`src/rtl/piano_pkg.sv`:
```
// Shared definitions for the piano tone path: note and octave codes,
// mid-octave half-period constants at 100 MHz, and the tone FSM states.
package piano_pkg;

    // Note codes as delivered by the key-to-note controller
    localparam logic [2:0] NOTE_REST = 3'd0;
    localparam logic [2:0] NOTE_DO   = 3'd1;
    localparam logic [2:0] NOTE_RE   = 3'd2;
    localparam logic [2:0] NOTE_MI   = 3'd3;
    localparam logic [2:0] NOTE_FA   = 3'd4;
    localparam logic [2:0] NOTE_SO   = 3'd5;
    localparam logic [2:0] NOTE_LA   = 3'd6;
    localparam logic [2:0] NOTE_XI   = 3'd7;

    // Octave codes; code 3 is handled as the mid octave
    localparam logic [1:0] OCT_LOW  = 2'd0;
    localparam logic [1:0] OCT_MID  = 2'd1;
    localparam logic [1:0] OCT_HIGH = 2'd2;

    // Mid-octave half periods in 100 MHz clock cycles
    localparam int unsigned HALF_DO = 191110;
    localparam int unsigned HALF_RE = 170265;
    localparam int unsigned HALF_MI = 151685;
    localparam int unsigned HALF_FA = 143172;
    localparam int unsigned HALF_SO = 127551;
    localparam int unsigned HALF_LA = 113636;
    localparam int unsigned HALF_XI = 101239;

    // Tone generator states
    typedef enum logic [1:0] {
        IDLE = 2'd0,
        PLAY = 2'd1,
        STOP = 2'd2
    } tone_state_t;

    // True when an 8-bit note index names a real pitch (1..7)
    function automatic logic note_is_pitch(input logic [7:0] idx);
        return (idx != 8'd0) && (idx <= 8'd7);
    endfunction

endpackage

```
`src/rtl/note_tone_gen_if.sv`:
```
// Bundle of the note request inputs and the buzzer/status outputs of the
// tone generator. The master side requests notes, the slave side plays them.
interface note_tone_gen_if;
    logic [7:0] note;
    logic [1:0] octave;
    logic       enable;
    logic       buzzer;
    logic       playing;
    logic [2:0] cur_note;
    logic       cycle_tick;

    modport master (
        output note, octave, enable,
        input  buzzer, playing, cur_note, cycle_tick
    );

    modport slave (
        input  note, octave, enable,
        output buzzer, playing, cur_note, cycle_tick
    );
endinterface

```
`src/rtl/note_period_lut.sv`:
```
// Combinational map from (note, octave) to half-period in clock cycles.
// The octave shift is applied first, then SCALE_SHIFT, then a floor of 2
// so the tone counter always has at least two states per phase.
module note_period_lut
    import piano_pkg::*;
#(
    parameter int SCALE_SHIFT = 0,
    parameter int CNT_W       = 19
) (
    input  logic [2:0]       note,
    input  logic [1:0]       octave,
    output logic [CNT_W-1:0] half
);

    localparam int LW = CNT_W + 1;

    logic [LW-1:0] base;
    logic [LW-1:0] shifted;
    logic [LW-1:0] scaled;

    // Table lookup, octave scaling, simulation scaling and clamp
    always_comb begin
        base = '0;
        case (note)
            NOTE_DO: base = LW'(HALF_DO);
            NOTE_RE: base = LW'(HALF_RE);
            NOTE_MI: base = LW'(HALF_MI);
            NOTE_FA: base = LW'(HALF_FA);
            NOTE_SO: base = LW'(HALF_SO);
            NOTE_LA: base = LW'(HALF_LA);
            NOTE_XI: base = LW'(HALF_XI);
            default: base = '0;
        endcase

        shifted = base;
        case (octave)
            OCT_LOW:  shifted = base << 1;
            OCT_HIGH: shifted = base >> 1;
            default:  shifted = base;
        endcase

        scaled = shifted >> SCALE_SHIFT;

        if (scaled < LW'(2)) begin
            half = CNT_W'(2);
        end else begin
            half = scaled[CNT_W-1:0];
        end
    end

endmodule

```
`src/rtl/note_tone_gen.sv`:
```
// Square-wave buzzer driver. Pitch changes are only adopted on half-period
// boundaries so no phase is ever cut short, and a rest request lets a high
// phase run to completion before the buzzer goes quiet.
module note_tone_gen
    import piano_pkg::*;
#(
    parameter int SCALE_SHIFT = 0,
    parameter int CNT_W       = 19
) (
    input  logic            clk,
    input  logic            rst_n,
    note_tone_gen_if.slave  bus
);

    logic [2:0]       target_note;
    logic [1:0]       target_oct;
    logic [CNT_W-1:0] lut_half;
    logic [CNT_W-1:0] half;
    logic [CNT_W-1:0] counter;
    tone_state_t      state;
    logic             buzzer;
    logic             playing;
    logic [2:0]       cur_note;
    logic             cycle_tick;
    logic             target_rest;
    logic             at_boundary;

    assign target_rest = (target_note == NOTE_REST);
    assign at_boundary = (counter == half - CNT_W'(1));

    assign bus.buzzer     = buzzer;
    assign bus.playing    = playing;
    assign bus.cur_note   = cur_note;
    assign bus.cycle_tick = cycle_tick;

    note_period_lut #(
        .SCALE_SHIFT (SCALE_SHIFT),
        .CNT_W       (CNT_W)
    ) u_lut (
        .note   (target_note),
        .octave (target_oct),
        .half   (lut_half)
    );

    // Register the request; disabled or out-of-range notes collapse to rest
    always_ff @(posedge clk) begin
        if (!rst_n) begin
            target_note <= NOTE_REST;
            target_oct  <= 2'd0;
        end else begin
            target_note <= (bus.enable && note_is_pitch(bus.note)) ? bus.note[2:0] : NOTE_REST;
            target_oct  <= bus.octave;
        end
    end

    // Tone FSM: start on a pitch, reload only on boundaries, finish high phases before stopping
    always_ff @(posedge clk) begin
        if (!rst_n) begin
            state      <= IDLE;
            buzzer     <= 1'b0;
            playing    <= 1'b0;
            cur_note   <= NOTE_REST;
            cycle_tick <= 1'b0;
            counter    <= '0;
            half       <= '0;
        end else begin
            cycle_tick <= 1'b0;
            case (state)
                IDLE: begin
                    buzzer   <= 1'b0;
                    counter  <= '0;
                    playing  <= 1'b0;
                    cur_note <= NOTE_REST;
                    if (!target_rest) begin
                        half       <= lut_half;
                        cur_note   <= target_note;
                        buzzer     <= 1'b1;
                        cycle_tick <= 1'b1;
                        playing    <= 1'b1;
                        state      <= PLAY;
                    end
                end

                PLAY: begin
                    if (target_rest && !buzzer) begin
                        state   <= STOP;
                        counter <= '0;
                    end else if (at_boundary) begin
                        counter    <= '0;
                        buzzer     <= ~buzzer;
                        cycle_tick <= ~buzzer;
                        if (target_rest) begin
                            state    <= IDLE;
                            playing  <= 1'b0;
                            cur_note <= NOTE_REST;
                        end else begin
                            half     <= lut_half;
                            cur_note <= target_note;
                        end
                    end else begin
                        counter <= counter + CNT_W'(1);
                        if (target_rest) begin
                            state <= STOP;
                        end
                    end
                end

                STOP: begin
                    if (!buzzer) begin
                        state    <= IDLE;
                        playing  <= 1'b0;
                        cur_note <= NOTE_REST;
                        counter  <= '0;
                    end else if (at_boundary) begin
                        counter <= '0;
                        buzzer  <= 1'b0;
                        if (target_rest) begin
                            state    <= IDLE;
                            playing  <= 1'b0;
                            cur_note <= NOTE_REST;
                        end else begin
                            state    <= PLAY;
                            half     <= lut_half;
                            cur_note <= target_note;
                        end
                    end else begin
                        counter <= counter + CNT_W'(1);
                    end
                end

                default: begin
                    state <= IDLE;
                end
            endcase
        end
    end

endmodule

```
`src/flat_wrapper.sv`:
```
// flat-port wrapper written by rule: the top's interface ports become plain ports
module note_tone_gen_flat import piano_pkg::*;
#(
    parameter int SCALE_SHIFT = 0,
    parameter int CNT_W       = 19
)
  (clk, rst_n, bus_note, bus_octave, bus_enable, bus_buzzer, bus_playing, bus_cur_note, bus_cycle_tick);
  note_tone_gen_if bus_i ();
  input  logic clk;
  input  logic rst_n;
  input wire logic [$bits(bus_i.note)-1:0] bus_note;
  input wire logic [$bits(bus_i.octave)-1:0] bus_octave;
  input wire logic [$bits(bus_i.enable)-1:0] bus_enable;
  output wire logic [$bits(bus_i.buzzer)-1:0] bus_buzzer;
  output wire logic [$bits(bus_i.playing)-1:0] bus_playing;
  output wire logic [$bits(bus_i.cur_note)-1:0] bus_cur_note;
  output wire logic [$bits(bus_i.cycle_tick)-1:0] bus_cycle_tick;
  assign bus_i.note = bus_note;
  assign bus_i.octave = bus_octave;
  assign bus_i.enable = bus_enable;
  assign bus_buzzer = bus_i.buzzer;
  assign bus_playing = bus_i.playing;
  assign bus_cur_note = bus_i.cur_note;
  assign bus_cycle_tick = bus_i.cycle_tick;
  note_tone_gen #(.SCALE_SHIFT(SCALE_SHIFT), .CNT_W(CNT_W)) u_core (.clk(clk), .rst_n(rst_n), .bus(bus_i));
endmodule
```
`config.mk`:
```
export PLATFORM = sky130hd
export DESIGN_NAME = note_tone_gen_flat
export DESIGN_NICKNAME = d
export VERILOG_FILES = /design/src/rtl/piano_pkg.sv /design/src/rtl/note_tone_gen_if.sv /design/src/rtl/note_period_lut.sv /design/src/rtl/note_tone_gen.sv /design/src/flat_wrapper.sv
export SDC_FILE = /design/constraint.sdc
export NUM_CORES = 1
export LEC_CHECK = 0
export CAP_MARGIN = 15
export CORE_AREA = 2 2 71 90
export DETAILED_ROUTE_END_ITERATION = 12
export DIE_AREA = 0 0 73 92
export PLACE_DENSITY = 0.82
export SYNTH_ARGS = -nofsm -noshare
export SYNTH_HDL_FRONTEND = slang
export SYNTH_SLANG_ARGS = --single-unit
```
`constraint.sdc`:
```
create_clock -name clk -period 5.2 [get_ports clk]
set_input_delay 0.78 -clock clk [delete_from_list [all_inputs] [get_ports clk]]
set_output_delay 0.78 -clock clk [all_outputs]
set_load 0.01 [all_outputs]
```
Word level (Yosys, flattened, before mapping)

Index checks and enable logic that the tools add are counted.

Word-level logic and storage cells: 85
Register bits after elaboration: 51
Output and inout bits: 6

Mux-type cells: 40
Reductions and logical operators: 14
$add $sub $neg: 2
Bitwise gates (word level): 1
Order comparisons: 2
Eq/ne operators: 17

Operators with widths:

| cell                                                            | number |
|---|---|
| two-way mux 19 bit                                              | 8 |
| one-hot mux 18 bit (7 select lines)                             | 1 |
| one-hot mux 19 bit (3 select lines)                             | 2 |
| one-hot mux 20 bit (2 select lines)                             | 1 |
| < comparator 20 x 2 -> 1 bit (second input constant)            | 1 |
| adder 19 x 1 -> 19 bit (second input constant)                  | 1 |
| == test 19 bit                                                  | 1 |
| subtractor 19 x 1 -> 19 bit (second input constant)             | 1 |
| two-way mux 2 bit                                               | 7 |
| == test 3 bit (second input constant)                           | 4 |
| two-way mux 1 bit                                               | 12 |
| two-way mux 3 bit                                               | 4 |
| one-hot mux 3 bit (3 select lines)                              | 1 |
| AND reduction 3 bit                                             | 3 |
| less-or-equal comparator 8 x 3 -> 1 bit (second input constant) | 1 |
| nonzero test 8 bit                                              | 1 |
| == test 3 x 2 -> 1 bit (second input constant)                  | 2 |
| one-hot mux 1 bit (3 select lines)                              | 2 |
| one-hot mux 2 bit (3 select lines)                              | 1 |
| == test 2 bit (second input constant)                           | 2 |
| logical NOT 2 bit                                               | 2 |
| != test 2 x 1 -> 1 bit (second input constant)                  | 2 |
| != test 2 bit (second input constant)                           | 2 |
| AND reduction 2 bit                                             | 2 |
| other kinds (10)                                                | 12 |

Depth between registers and ports, before layout

Depth after elaboration: 9
Mapped depth: 12
Gate-level depth less buffers: 10

By module

A second synthesis with hierarchy kept.

Cell total of the unflattened synthesis: 520
Area total of the unflattened synthesis: 3972.6 sq um

By module, submodules not included:

| module          | area each (sq um) | instances | sequential area each (sq um) | cells each |
|---|---|---|---|---|
| note_tone_gen   | 3260.6            | 1         | 1021.0                       | 408 |
| note_period_lut | 711.9             | 1         | 0.0                          | 112 |

Worst setup path before layout

Ideal clock, no wire load.

Path kind: register to register
From: register u_core.half[0]
To: register u_core.counter[1]
Cell stages (with the launch flop): 12
Path slack: 2520 ps
Clock period less this slack: 2680 ps
Arrival time: 2563 ps
Cells stage by stage: dfxtp_1 -> inv_1 -> ha_1 -> nor3b_1 -> and2_1 -> o2111a_1 -> o21ai_1 -> nor4_4 -> a211oi_2 -> buf_4 -> buf_6 -> a22o_1

Word-level cells in the longest chain between the ends: 5
Elaborated cells between the ends (all ways): 6

RTL lines:

| item                                    | line                                      | text |
|---|---|---|
| start: declaration                      | note_tone_gen.sv:18                       | `logic [CNT_W-1:0] half;` |
| start signal: assignment                | note_tone_gen.sv:75                       | `half <= lut_half;` |
| start signal: assignment                | note_tone_gen.sv:97                       | `half <= lut_half;` |
| start signal: assignment                | note_tone_gen.sv:123                      | `half <= lut_half;` |
| subtractor 19 x 1 -> 19 bit (*)         | note_tone_gen.sv:29                       | `assign at_boundary = (counter == half - CNT_W'(1));` |
| == test 19 bit (*)                      | note_tone_gen.sv:29                       |  |
| two-way mux 19 bit (*)                  | note_tone_gen.sv:88, note_tone_gen.sv:114 |  |
| two-way mux 19 bit (on tied branches)   | note_tone_gen.sv:109, note_tone_gen.sv:85 |  |
| one-hot mux 19 bit (3 select lines) (*) | note_tone_gen.sv:68                       | `case (state)` |
| end signal: assignment                  | note_tone_gen.sv:101                      | `counter <= counter + CNT_W'(1);` |
| end signal: assignment                  | note_tone_gen.sv:127                      | `counter <= counter + CNT_W'(1);` |
| end: declaration                        | note_tone_gen.sv:19                       | `logic [CNT_W-1:0] counter;` |

Every way passes the cells marked *; elsewhere a longest branch is shown, timed or not.
A chain may end at the register's enable or synchronous reset.

Final worst setup path

From: register u_core.half[0]
To: register u_core.counter[16]

Same word-level chain as after synthesis.

==> flow_summary_export.csv <==
group,metric,value,unit
placement,place_ws,1.90,ns
setup_path,crit_arrival,3.57,ns
clock_tree,cts_hold_repair.buffers,0,
synthesis,syn_inst,480,
placement,port_buffers,18,
timing,tightest_slew,0.883,ns
timing,tns,0,ns
clock_tree,clockBufferDepth,2,
placement,dp_hpwl,6.05,mm
synthesis,ys_types,67,
clock_tree,root_buffer,"clkbuf_8",
route,routed_wirelength,8.23,mm
timing,fmax,0.301,GHz
timing,fin_worst_skew,0.0125,ns
grt,grt_pass1_wl,14.3,mm
timing,period_share,64.0,%
synthesis,avgSynthCellArea,7.57,sq um
hold_path,hold_class,"reg -> reg",
synthesis,ys_warn_count,0,
clock_tree,clk-insertion-delay-late,0.31,ns
placement,placed_cells,533,
die,rows,32,
setup_path,end_kind,"register",
layout,num_antenna_cells,0,
timing,rsz0062_at_grt,"no",
die,ios,19,
route,drc,0,
layout,seq_area,1020,sq um
timing,maxSlewViolCount,0,
timing,setup_viol,0,
clock_tree,cts_buffers,5,
route,final_antenna_net_count,0,
run_status,status,"complete, no violations",
power_and_ir_drop,finalPower,808,uW
route,wl_per_cell,15.2,um
setup_path,required,5.44,ns
setup_path,crit_fanout,19,
synthesis,ys_seq_area_share,28.1,%
grt,grt_pass1_vias,3166,
setup_path,start_kind,"register",
layout,utilization,64.7,%
synthesis,synth-seq-cells,51,
job,cap_violations,0,
route,drt_iter0_drc,188,
grt,grt_max_degree,48,
grt,antenna_found_initial,0,
synthesis,async_reset_ff_share,0,%
clock_tree,clk_pin_slew_worst_paths,0.09,ns
timing,layout_min_cycle_time,3.33,ns
clock_tree,post_cts_buffers,0,
grt,grt_use_total,26.0,%
power_and_ir_drop,p_leak,0.00141,uW
clock_tree,clock_sinks,51,
route,firstDrtPassIters,5,
synthesis,yosys_most_used_dff,"dfxtp_1",
die,core_area,5970,sq um
layout,fill_cells,530,
placement,gp_congestion,0.960,
timing,final.setup.worst_slack,1.87,ns
layout,multiInputGateArea,2400,sq um
route,viasPerCell,6.41,
clock_tree,post_cts_resized,0,
timing,hold_viol_final,0,
die,die_y,92,um
layout,syn2layout_area_growth,6.34,%
timing,relSlewSlack,41.0,%
power_and_ir_drop,ir_worst_vdd,0.147,mV
setup_path,worstSetupPathType,"reg -> reg",
layout,instances_no_fill,541,
layout,fin_nets,492,
grt,grt-ovfl-total,0,
power_and_ir_drop,power_per_cell_area,209,nW/um^2
route,num_vias,3468,
clock_tree,htree_levels,2,
clock_tree,cts_tree,"built",
die,start_util,60.9,%
synthesis,synth_nets,500,
die,dieArea,6720,sq um
layout,drive_gt1_share,5.71,%
die,die_width,73,um
synthesis,synth_edf_count,0,
synthesis,syn_area,3630,sq um
==> final timing paths <==
check / start / depth (start not counted) / to / slack (ns)
max: u_core.half[0] / 11 / u_core.counter[16] / 1.87
min: u_core.half[18] / 2 / u_core.half[18] / 0.48
max reg2reg: u_core.half[0] / 11 / u_core.counter[16] / 1.87
min reg2reg: u_core.half[18] / 2 / u_core.half[18] / 0.48
==> flip-flops by register name, indices dropped and copies added (netlist names) <==
signal	cells
u_core.bus.cur_note	3
u_core.target_note	3
u_core.target_oct	2
u_core.half	19
u_core.counter	19
u_core.state	2
u_core.bus.playing	1
u_core.bus.cycle_tick	1
u_core.bus.buzzer	1
==> cells in the mapped netlist (all sizes together), types with 9 or more instances <==
cell type | count | area share (%)
nor2b | 9 | 1.6
and2 | 9 | 1.6
a31oi | 15 | 2.6
nor3 | 18 | 2.6
buf | 10 | 1.9
nand2b | 13 | 2.2
nand3 | 20 | 2.8
a21oi | 36 | 5.0
dfxtp | 51 | 28
xnor2 | 16 | 3.9
a211oi | 12 | 2.6
nand2 | 45 | 4.7
clkbuf | 28 | 2.9
o21ai | 29 | 4.0
nor2 | 41 | 4.2
xor2 | 9 | 2.2
==> placed cells by master, fill, tap and decap left out, types with 3 or more instances in the layout <==
master	synthesis	layout
inv_1	8	8
or3_1	5	5
o21ai_1	4	4
nand3b_1	5	5
o21ai_0	25	25
and2_1	9	9
a31oi_1	15	15
a21o_1	6	6
a211oi_1	11	11
nor3_1	17	17
clkdlybuf4s50_1	0	18
xnor2_1	16	16
nor4_4	3	3
o211a_1	3	3
nand3_1	20	20
and3_1	7	7
xor2_1	9	9
nor2b_1	9	9
o22ai_1	3	3
nand2_1	44	44
dfxtp_1	51	51
nor3b_1	3	3
buf_4	2	5
nand4_1	8	8
a31o_2	3	3
a21oi_1	36	36
nand2b_1	13	13
ha_1	7	7
mux2i_1	5	5
o211ai_1	7	7
nor4_1	3	3
nor2_1	41	41
clkbuf_8	0	7
==> cells by family (layout without fill, tap and decap cells) <==
| group | count (synthesis) | count (layout) | synth area share, % |
|---|---|---|---|
| buffers and inverters | 46 | 39 | 5.68 |
| multiplexers | 8 | 8 | 2.31 |
| adder cells (fa/ha/maj) | 7 | 7 | 2.41 |
| AND/OR/NAND/NOR | 200 | 200 | 29.5 |
| AO/OA/AOI/OAI | 143 | 143 | 26.0 |
| XOR/XNOR | 25 | 25 | 6.03 |
| flip-flops | 51 | 51 | 28.1 |
==> metal layers <==
layer	vias to the layer above	global-route usage (%)	routed length [um]
met5	-	0	0
met4	0	10.5	209
met3	17	4.18	318
met2	90	42.0	4120
met1	1627	33.9	3580
li1	1734	-	-
==> report_power, final <==
part           switching [uW]  internal, uW  total, uW
Sequential               14.3           397        412
Clock                     134           121        255
Combinational            81.3          60.7        142
==> critical path: stages (launching register included) <==
cell      delay (ns)
dfxtp_1         0.39
inv_1           0.09
ha_1            0.20
nor3b_1         0.45
a21boi_0        0.19
mux2_2          0.30
o22ai_1         0.25
nor4_4          0.11
a211oi_2        0.66
buf_4           0.35
nand4_1         0.11
mux2i_1         0.13
==> area by class of cell <==
type                       instances  share of cell area (%)
inverter                           8                   0.777
sequential                        51                    26.4
clock buffer                       7                    2.49
tap                               68                    2.20
timing repair buffer              23                    5.64
multi-input combinational        383                    62.3
clock inverter                     1                   0.194
==> stage by stage <==
stage                     hold WS (ns)  instance area [sq um]
after floorplan                  0.448                   3630
after global placement           0.463                   3760
after detailed placement         0.474                   3760
after CTS                        0.488                   3860
after global routing             0.524                   3860
final                            0.482                   3860
Note: power is estimated with default switching activity, not from simulation.
